==> src/rtl/imem_loader_if.sv <==
// imem_loader_if: instruction fetch port between the CPU and the loader-owned
// instruction memory.
//   rd_addr : CPU fetch address (pc), driven by the CPU side (master)
//   rd_data : instruction at rd_addr, driven combinationally by the memory (slave)
interface imem_loader_if;
  logic [3:0] rd_addr;
  logic [7:0] rd_data;

  modport master (output rd_addr, input rd_data);
  modport slave  (input rd_addr, output rd_data);
endinterface

==> src/rtl/imem_loader.sv <==
// imem_loader: front-panel program loader and 16x8 instruction memory for SMP8.
// An operator enters an instruction on sw_i and commits it with the debounced
// write button; the debounced run button toggles between LOAD (CPU held in
// reset) and RUN (CPU fetches through fetch_if).
//
// Ports:
//   clk_i        : single rising-edge clock
//   reset_ni     : synchronous active-low reset
//   sw_i         : instruction value to write (quasi-static, not synchronized)
//   btn_write_i  : raw write button, active-high, asynchronous, may bounce
//   btn_run_i    : raw run/load toggle button, active-high, asynchronous, may bounce
//   fetch_if     : CPU fetch port (rd_addr in, rd_data out, combinational read)
//   cpu_run_o    : 1 = CPU may run, 0 = CPU held in reset
//   wr_addr_o    : next load address (for the display)
//   wr_pulse_o   : one-cycle strobe marking a committed write
//
// Configuration macro IMEM_LOADER_CLEAR_EN: when defined, reset also clears all
// 16 memory entries; when undefined, memory contents survive reset.
module imem_loader #(
  parameter int unsigned DEBOUNCE_CYCLES = 250000
) (
  input  logic          clk_i,
  input  logic          reset_ni,
  input  logic [7:0]    sw_i,
  input  logic          btn_write_i,
  input  logic          btn_run_i,
  imem_loader_if.slave  fetch_if,
  output logic          cpu_run_o,
  output logic [3:0]    wr_addr_o,
  output logic          wr_pulse_o
);

  localparam int unsigned CntW = (DEBOUNCE_CYCLES > 2) ? $clog2(DEBOUNCE_CYCLES) : 1;
  localparam logic [CntW-1:0] CntMax = CntW'(DEBOUNCE_CYCLES - 1);

  // Button index 0 = write, 1 = run.
  logic [1:0]            btn_raw;
  logic [1:0]            s1_q, s2_q;
  logic [1:0]            stable_q, stable_d;
  logic [1:0]            prev_q;
  logic [1:0]            pulse_q;
  logic [1:0][CntW-1:0]  cnt_q, cnt_d;

  assign btn_raw = {btn_run_i, btn_write_i};

  // Debounce: count consecutive samples that disagree with the accepted level;
  // any sample agreeing with it restarts the count.
  always_comb begin
    stable_d = stable_q;
    cnt_d    = '0;
    for (int b = 0; b < 2; b++) begin
      if (s2_q[b] != stable_q[b]) begin
        if (cnt_q[b] == CntMax) begin
          stable_d[b] = s2_q[b];
        end else begin
          cnt_d[b] = cnt_q[b] + 1'b1;
        end
      end
    end
  end

  always_ff @(posedge clk_i) begin
    if (!reset_ni) begin
      s1_q     <= '0;
      s2_q     <= '0;
      stable_q <= '0;
      cnt_q    <= '0;
      prev_q   <= '0;
      pulse_q  <= '0;
    end else begin
      s1_q     <= btn_raw;
      s2_q     <= s1_q;
      stable_q <= stable_d;
      cnt_q    <= cnt_d;
      prev_q   <= stable_q;
      // Registered rising-edge detect: one pulse per accepted press.
      pulse_q  <= stable_q & ~prev_q;
    end
  end

  logic wp, rp;
  assign wp = pulse_q[0];
  assign rp = pulse_q[1];

  // Load/run control FSM.
  typedef enum logic [0:0] {StLoad, StRun} state_e;

  state_e     state_q, state_d;
  logic [3:0] wr_addr_q, wr_addr_d;
  logic       mem_we;

  always_comb begin
    state_d   = state_q;
    wr_addr_d = wr_addr_q;
    mem_we    = 1'b0;
    unique case (state_q)
      StLoad: begin
        // A write landing with a run press still commits before entering RUN.
        if (wp) begin
          mem_we    = 1'b1;
          wr_addr_d = wr_addr_q + 4'd1;
        end
        if (rp) begin
          state_d = StRun;
        end
      end
      StRun: begin
        if (rp) begin
          state_d   = StLoad;
          wr_addr_d = 4'd0;
        end
      end
    endcase
  end

  always_ff @(posedge clk_i) begin
    if (!reset_ni) begin
      state_q   <= StLoad;
      wr_addr_q <= 4'd0;
    end else begin
      state_q   <= state_d;
      wr_addr_q <= wr_addr_d;
    end
  end

  // Instruction memory.
  logic [7:0] mem_q [16];

  always_ff @(posedge clk_i) begin
`ifdef IMEM_LOADER_CLEAR_EN
    if (!reset_ni) begin
      for (int i = 0; i < 16; i++) begin
        mem_q[i] <= 8'h00;
      end
    end else if (mem_we) begin
      mem_q[wr_addr_q] <= sw_i;
    end
`else
    // Contents are kept across reset so a loaded program survives it.
    if (reset_ni && mem_we) begin
      mem_q[wr_addr_q] <= sw_i;
    end
`endif
  end

  assign fetch_if.rd_data = mem_q[fetch_if.rd_addr];

  assign cpu_run_o  = (state_q == StRun);
  assign wr_addr_o  = wr_addr_q;
  assign wr_pulse_o = mem_we;

endmodule

==> src/flat_wrapper.sv <==
// flat-port wrapper written by rule: the top's interface ports become plain ports
module imem_loader_flat 
#(
  parameter int unsigned DEBOUNCE_CYCLES = 250000
)
  (clk_i, reset_ni, sw_i, btn_write_i, btn_run_i, cpu_run_o, wr_addr_o, wr_pulse_o, fetch_if_rd_addr, fetch_if_rd_data);
  imem_loader_if fetch_if_i ();
  input  logic clk_i;
  input  logic reset_ni;
  input  logic [7:0] sw_i;
  input  logic btn_write_i;
  input  logic btn_run_i;
  output logic cpu_run_o;
  output logic [3:0] wr_addr_o;
  output logic wr_pulse_o;
  input wire logic [$bits(fetch_if_i.rd_addr)-1:0] fetch_if_rd_addr;
  output wire logic [$bits(fetch_if_i.rd_data)-1:0] fetch_if_rd_data;
  assign fetch_if_i.rd_addr = fetch_if_rd_addr;
  assign fetch_if_rd_data = fetch_if_i.rd_data;
  imem_loader #(.DEBOUNCE_CYCLES(DEBOUNCE_CYCLES)) u_core (.clk_i(clk_i), .reset_ni(reset_ni), .sw_i(sw_i), .btn_write_i(btn_write_i), .btn_run_i(btn_run_i), .fetch_if(fetch_if_i), .cpu_run_o(cpu_run_o), .wr_addr_o(wr_addr_o), .wr_pulse_o(wr_pulse_o));
endmodule
==> config.mk <==
export PLATFORM = sky130hd
export DESIGN_NAME = imem_loader_flat
export DESIGN_NICKNAME = d
export VERILOG_FILES = /design/src/rtl/imem_loader_if.sv /design/src/rtl/imem_loader.sv /design/src/flat_wrapper.sv
export SDC_FILE = /design/constraint.sdc
export NUM_CORES = 1
export LEC_CHECK = 0
export BUFFER_PORTS_ARGS = -buffer_cell sky130_fd_sc_hd__buf_2
export CAP_MARGIN = 20
export CORE_MARGIN = 2
export CORE_UTILIZATION = 29
export DETAILED_ROUTE_END_ITERATION = 10
export SLEW_MARGIN = 10
export SYNTH_ARGS = -nofsm -noshare
export SYNTH_HDL_FRONTEND = slang
export SYNTH_SLANG_ARGS = --single-unit
==> constraint.sdc <==
create_clock -name clk_i -period 2.29 [get_ports clk_i]
set_input_delay 0.229 -clock clk_i [delete_from_list [all_inputs] [get_ports clk_i]]
set_output_delay 0.229 -clock clk_i [all_outputs]
set_load 0.01 [all_outputs]
==> impl_metrics.json <==
{
  "status": "finished clean",
  "hold_path.class": "input pin to flop",
  "crit_end": "fetch_if_rd_data[3]",
  "crit_fanout": 1,
  "syn_inst": 472,
  "rsz0062_at_grt": "false",
  "gp_congestion": 0.722,
  "antenna_found_initial": 0,
  "worst-slew-pin-transition_ns": 0.637,
  "gr-total-overflow": 0,
  "num_rows": 57,
  "layout-drive-gt1-share_pct": 22.1,
  "port_buffers": 29,
  "setup_tns_ns": 0,
  "reg2reg_slack_ns": 0.32,
  "drt_first_pass_iters": 4,
  "initial_utilization_pct": 29.5,
  "cts_max_level": 4,
  "netlist.area_leader.share_pct": 53.6,
  "syn_area_per_cell_um2": 15.2,
  "die_h_um": 161,
  "first_global_vias": 4062,
  "fin_crit_ns": 2.03,
  "dieArea_um2": 26000,
  "clock_skew_ns": 0.00753,
  "yosysSeqAreaShare_pct": 67.9,
  "required_ns": 2.06,
  "mostFrequentLayoutCells": "edfxtp_1, nor2_1, dfxtp_1",
  "finalSetupViolations": 0,
  "yosysWarnings": 0,
  "drt-wirelength-per-cell_um": 16.0,
  "hold_viol_final": 0,
  "syn_nets": 494,
  "ys_seq_elements": 179,
  "reg2reg_from": "u_core.cpu_run_o",
  "cp-start-kind": "flop",
  "vdd_drop_max_mv": 0.451,
  "cts_buffers": 17,
  "clk_path_buf_depth": 2,
  "root_buffer": "clkbuf_16",
  "maxCapViolations": 0,
  "synth_area_leaders": "edfxtp_1, dfxtp_1, mux4_2, nor2_1, xor2_1",
  "path_class": "flop to primary output",
  "endpoint_kind": "primary output",
  "grt_start_max_net_pins": 33,
  "synth_edf_count": 128,
  "drcViolationCount": 0,
  "grt_pass1_wl_mm": 22.2,
  "fin_nets": 543,
  "fmax_mhz": 492,
  "p_leak_nw": 2.69,
  "area_growth_pct": 17.4,
  "max_stage_delay_ns": 0.47,
  "power.density_nw_per_um2": 795,
  "clk_pin_slew_ns": 0.06,
  "ys.flop_type": "edfxtp_1",
  "async_flop_share_pct": 0,
  "slew_headroom_pct": 57.4,
  "critical_path_arrival_ns": 1.81,
  "io_pins": 30,
  "vias": 4016,
  "cp_slowest_cell": "mux4_2",
  "reg2reg_depth": 4,
  "vias_per_cell": 4.68,
  "cts_tree": "yes",
  "cp_cell_sequence": "mux4_2, a22oi_1, nand2_1, buf_2",
  "wl_mm": 13.7,
  "mostFrequentLayoutCell": "edfxtp_1",
  "die_w_um": 161,
  "slew_viol_final": 0,
  "core_um2": 24300,
  "cts_sinks": 179,
  "drtIter0Drc": 311,
  "synth_cell_types": 39,
  "fin_crit_sh_pct": 88.8,
  "yosysTopAreaCell": "edfxtp_1",
  "crit_path_start": "u_core.mem_q[11][3]",
  "ant_nets": 0,
  "syn_area_um2": 7170,
  "num_antenna_cells": 0,
  "worstReg2RegEnd": "u_core.mem_q[3][5]",
  "fin_util_pct": 34.6,
  "hpwl_mm": 9.23,
  "gr-usage-all-layers_pct": 11.1,
  "clk_latency_ns": 0.42
}
[what timing repair did]
item	CTS	global route
endpoints found under the hold margin	1	0
hold buffers	1	0
resized for setup	0	0
buffers inserted	0	0
[state kept, by name (all words and copies together) (netlist names)]
| register | flops |
|---|---|
| u_core.s2_q | 2 |
| u_core.prev_q | 2 |
| u_core.cnt_q | 36 |
| u_core.mem_q | 128 |
| u_core.s1_q | 2 |
| u_core.cpu_run_o | 1 |
| u_core.stable_q | 2 |
| u_core.pulse_q | 2 |
| u_core.wr_addr_o | 4 |
[cell usage after synthesis (all sizes together) (4+ instances only)]
master	instances
nand3	19
a22oi	17
xnor2	15
nor2	53
xor2	16
nand2b	4
nor4	13
mux4	32
ha	6
and2	8
buf	11
nand2	26
clkbuf	10
nor3	7
a21oi	6
edfxtp	128
dfxtp	51
inv	9
nand4	16
[worst min path at each step]
stage          cells after the start                  to  slack [ns]              from
2_1_floorplan                      0  u_core.mem_q[0][0]        0.33           sw_i[0]
4_1_cts                            2      u_core.s1_q[1]       0.002         btn_run_i
5_1_grt                            2      u_core.s1_q[1]       0.004         btn_run_i
6_report                           2      u_core.s1_q[1]        0.02         btn_run_i
3_5_place_dp                       1   u_core.pulse_q[0]        0.38  u_core.prev_q[0]
3_3_place_gp                       1   u_core.pulse_q[1]        0.37  u_core.prev_q[1]
[per-stage QoR]
step	std cells	area, µm²	setup WS [ns]	total power, mW	hold slack [ns]
3_5_place_dp	825	7790	0.261	3.76	0.376
6_report	858	8410	0.256	6.69	0.0177
5_1_grt	858	8410	0.144	6.92	0.00419
2_1_floorplan	472	7170	0.320	3.67	0.328
4_1_cts	858	8410	0.230	6.75	0.00186
3_3_place_gp	825	7790	0.267	3.75	0.372
[worst max-delay path: cells and delay by family (launching register included)]
family,cells,cell delay [ns]
multiplexers,1,0.47
flip-flops,1,0.37
AND/OR/NAND/NOR,1,0.10
AO/OA/AOI/OAI,1,0.29
buffers and inverters,1,0.15
[power by group]
group | switching (mW) | total, mW | internal [mW]
registers | 0.00221 | 3.47 | 3.47
logic | 0.123 | 0.215 | 0.0918
clock network | 1.18 | 3.01 | 1.83
[cell type report]
cell class,instances,area [µm²]
fillers,2292,15900
well taps,324,405
inverters,9,33.8
multi-input cells,263,2170
clock buffers,19,433
flip-flops and latches,179,4860
repair buffers,51,325
clock inverters,13,184
[kinds of logic after synthesis]
group | after synthesis | synth area share, %
simple gates | 160 | 11.4
flops | 179 | 67.9
buf+inv | 30 | 1.90
compound gates | 31 | 3.53
mux | 35 | 10.5
xor+xnor | 31 | 3.79
fa+ha+maj | 6 | 1.05
[routing by layer]
metal / share of wire (%) / up-vias / track usage (%)
met5: 0 / - / 0
met4: 0.84 / 0 / 2.92
met3: 6.3 / 10 / 3.93
met2: 49 / 91 / 18.0
met1: 44 / 2014 / 14.2
li1: - / 1901 / -
Note: power is estimated with default switching activity, not from simulation.
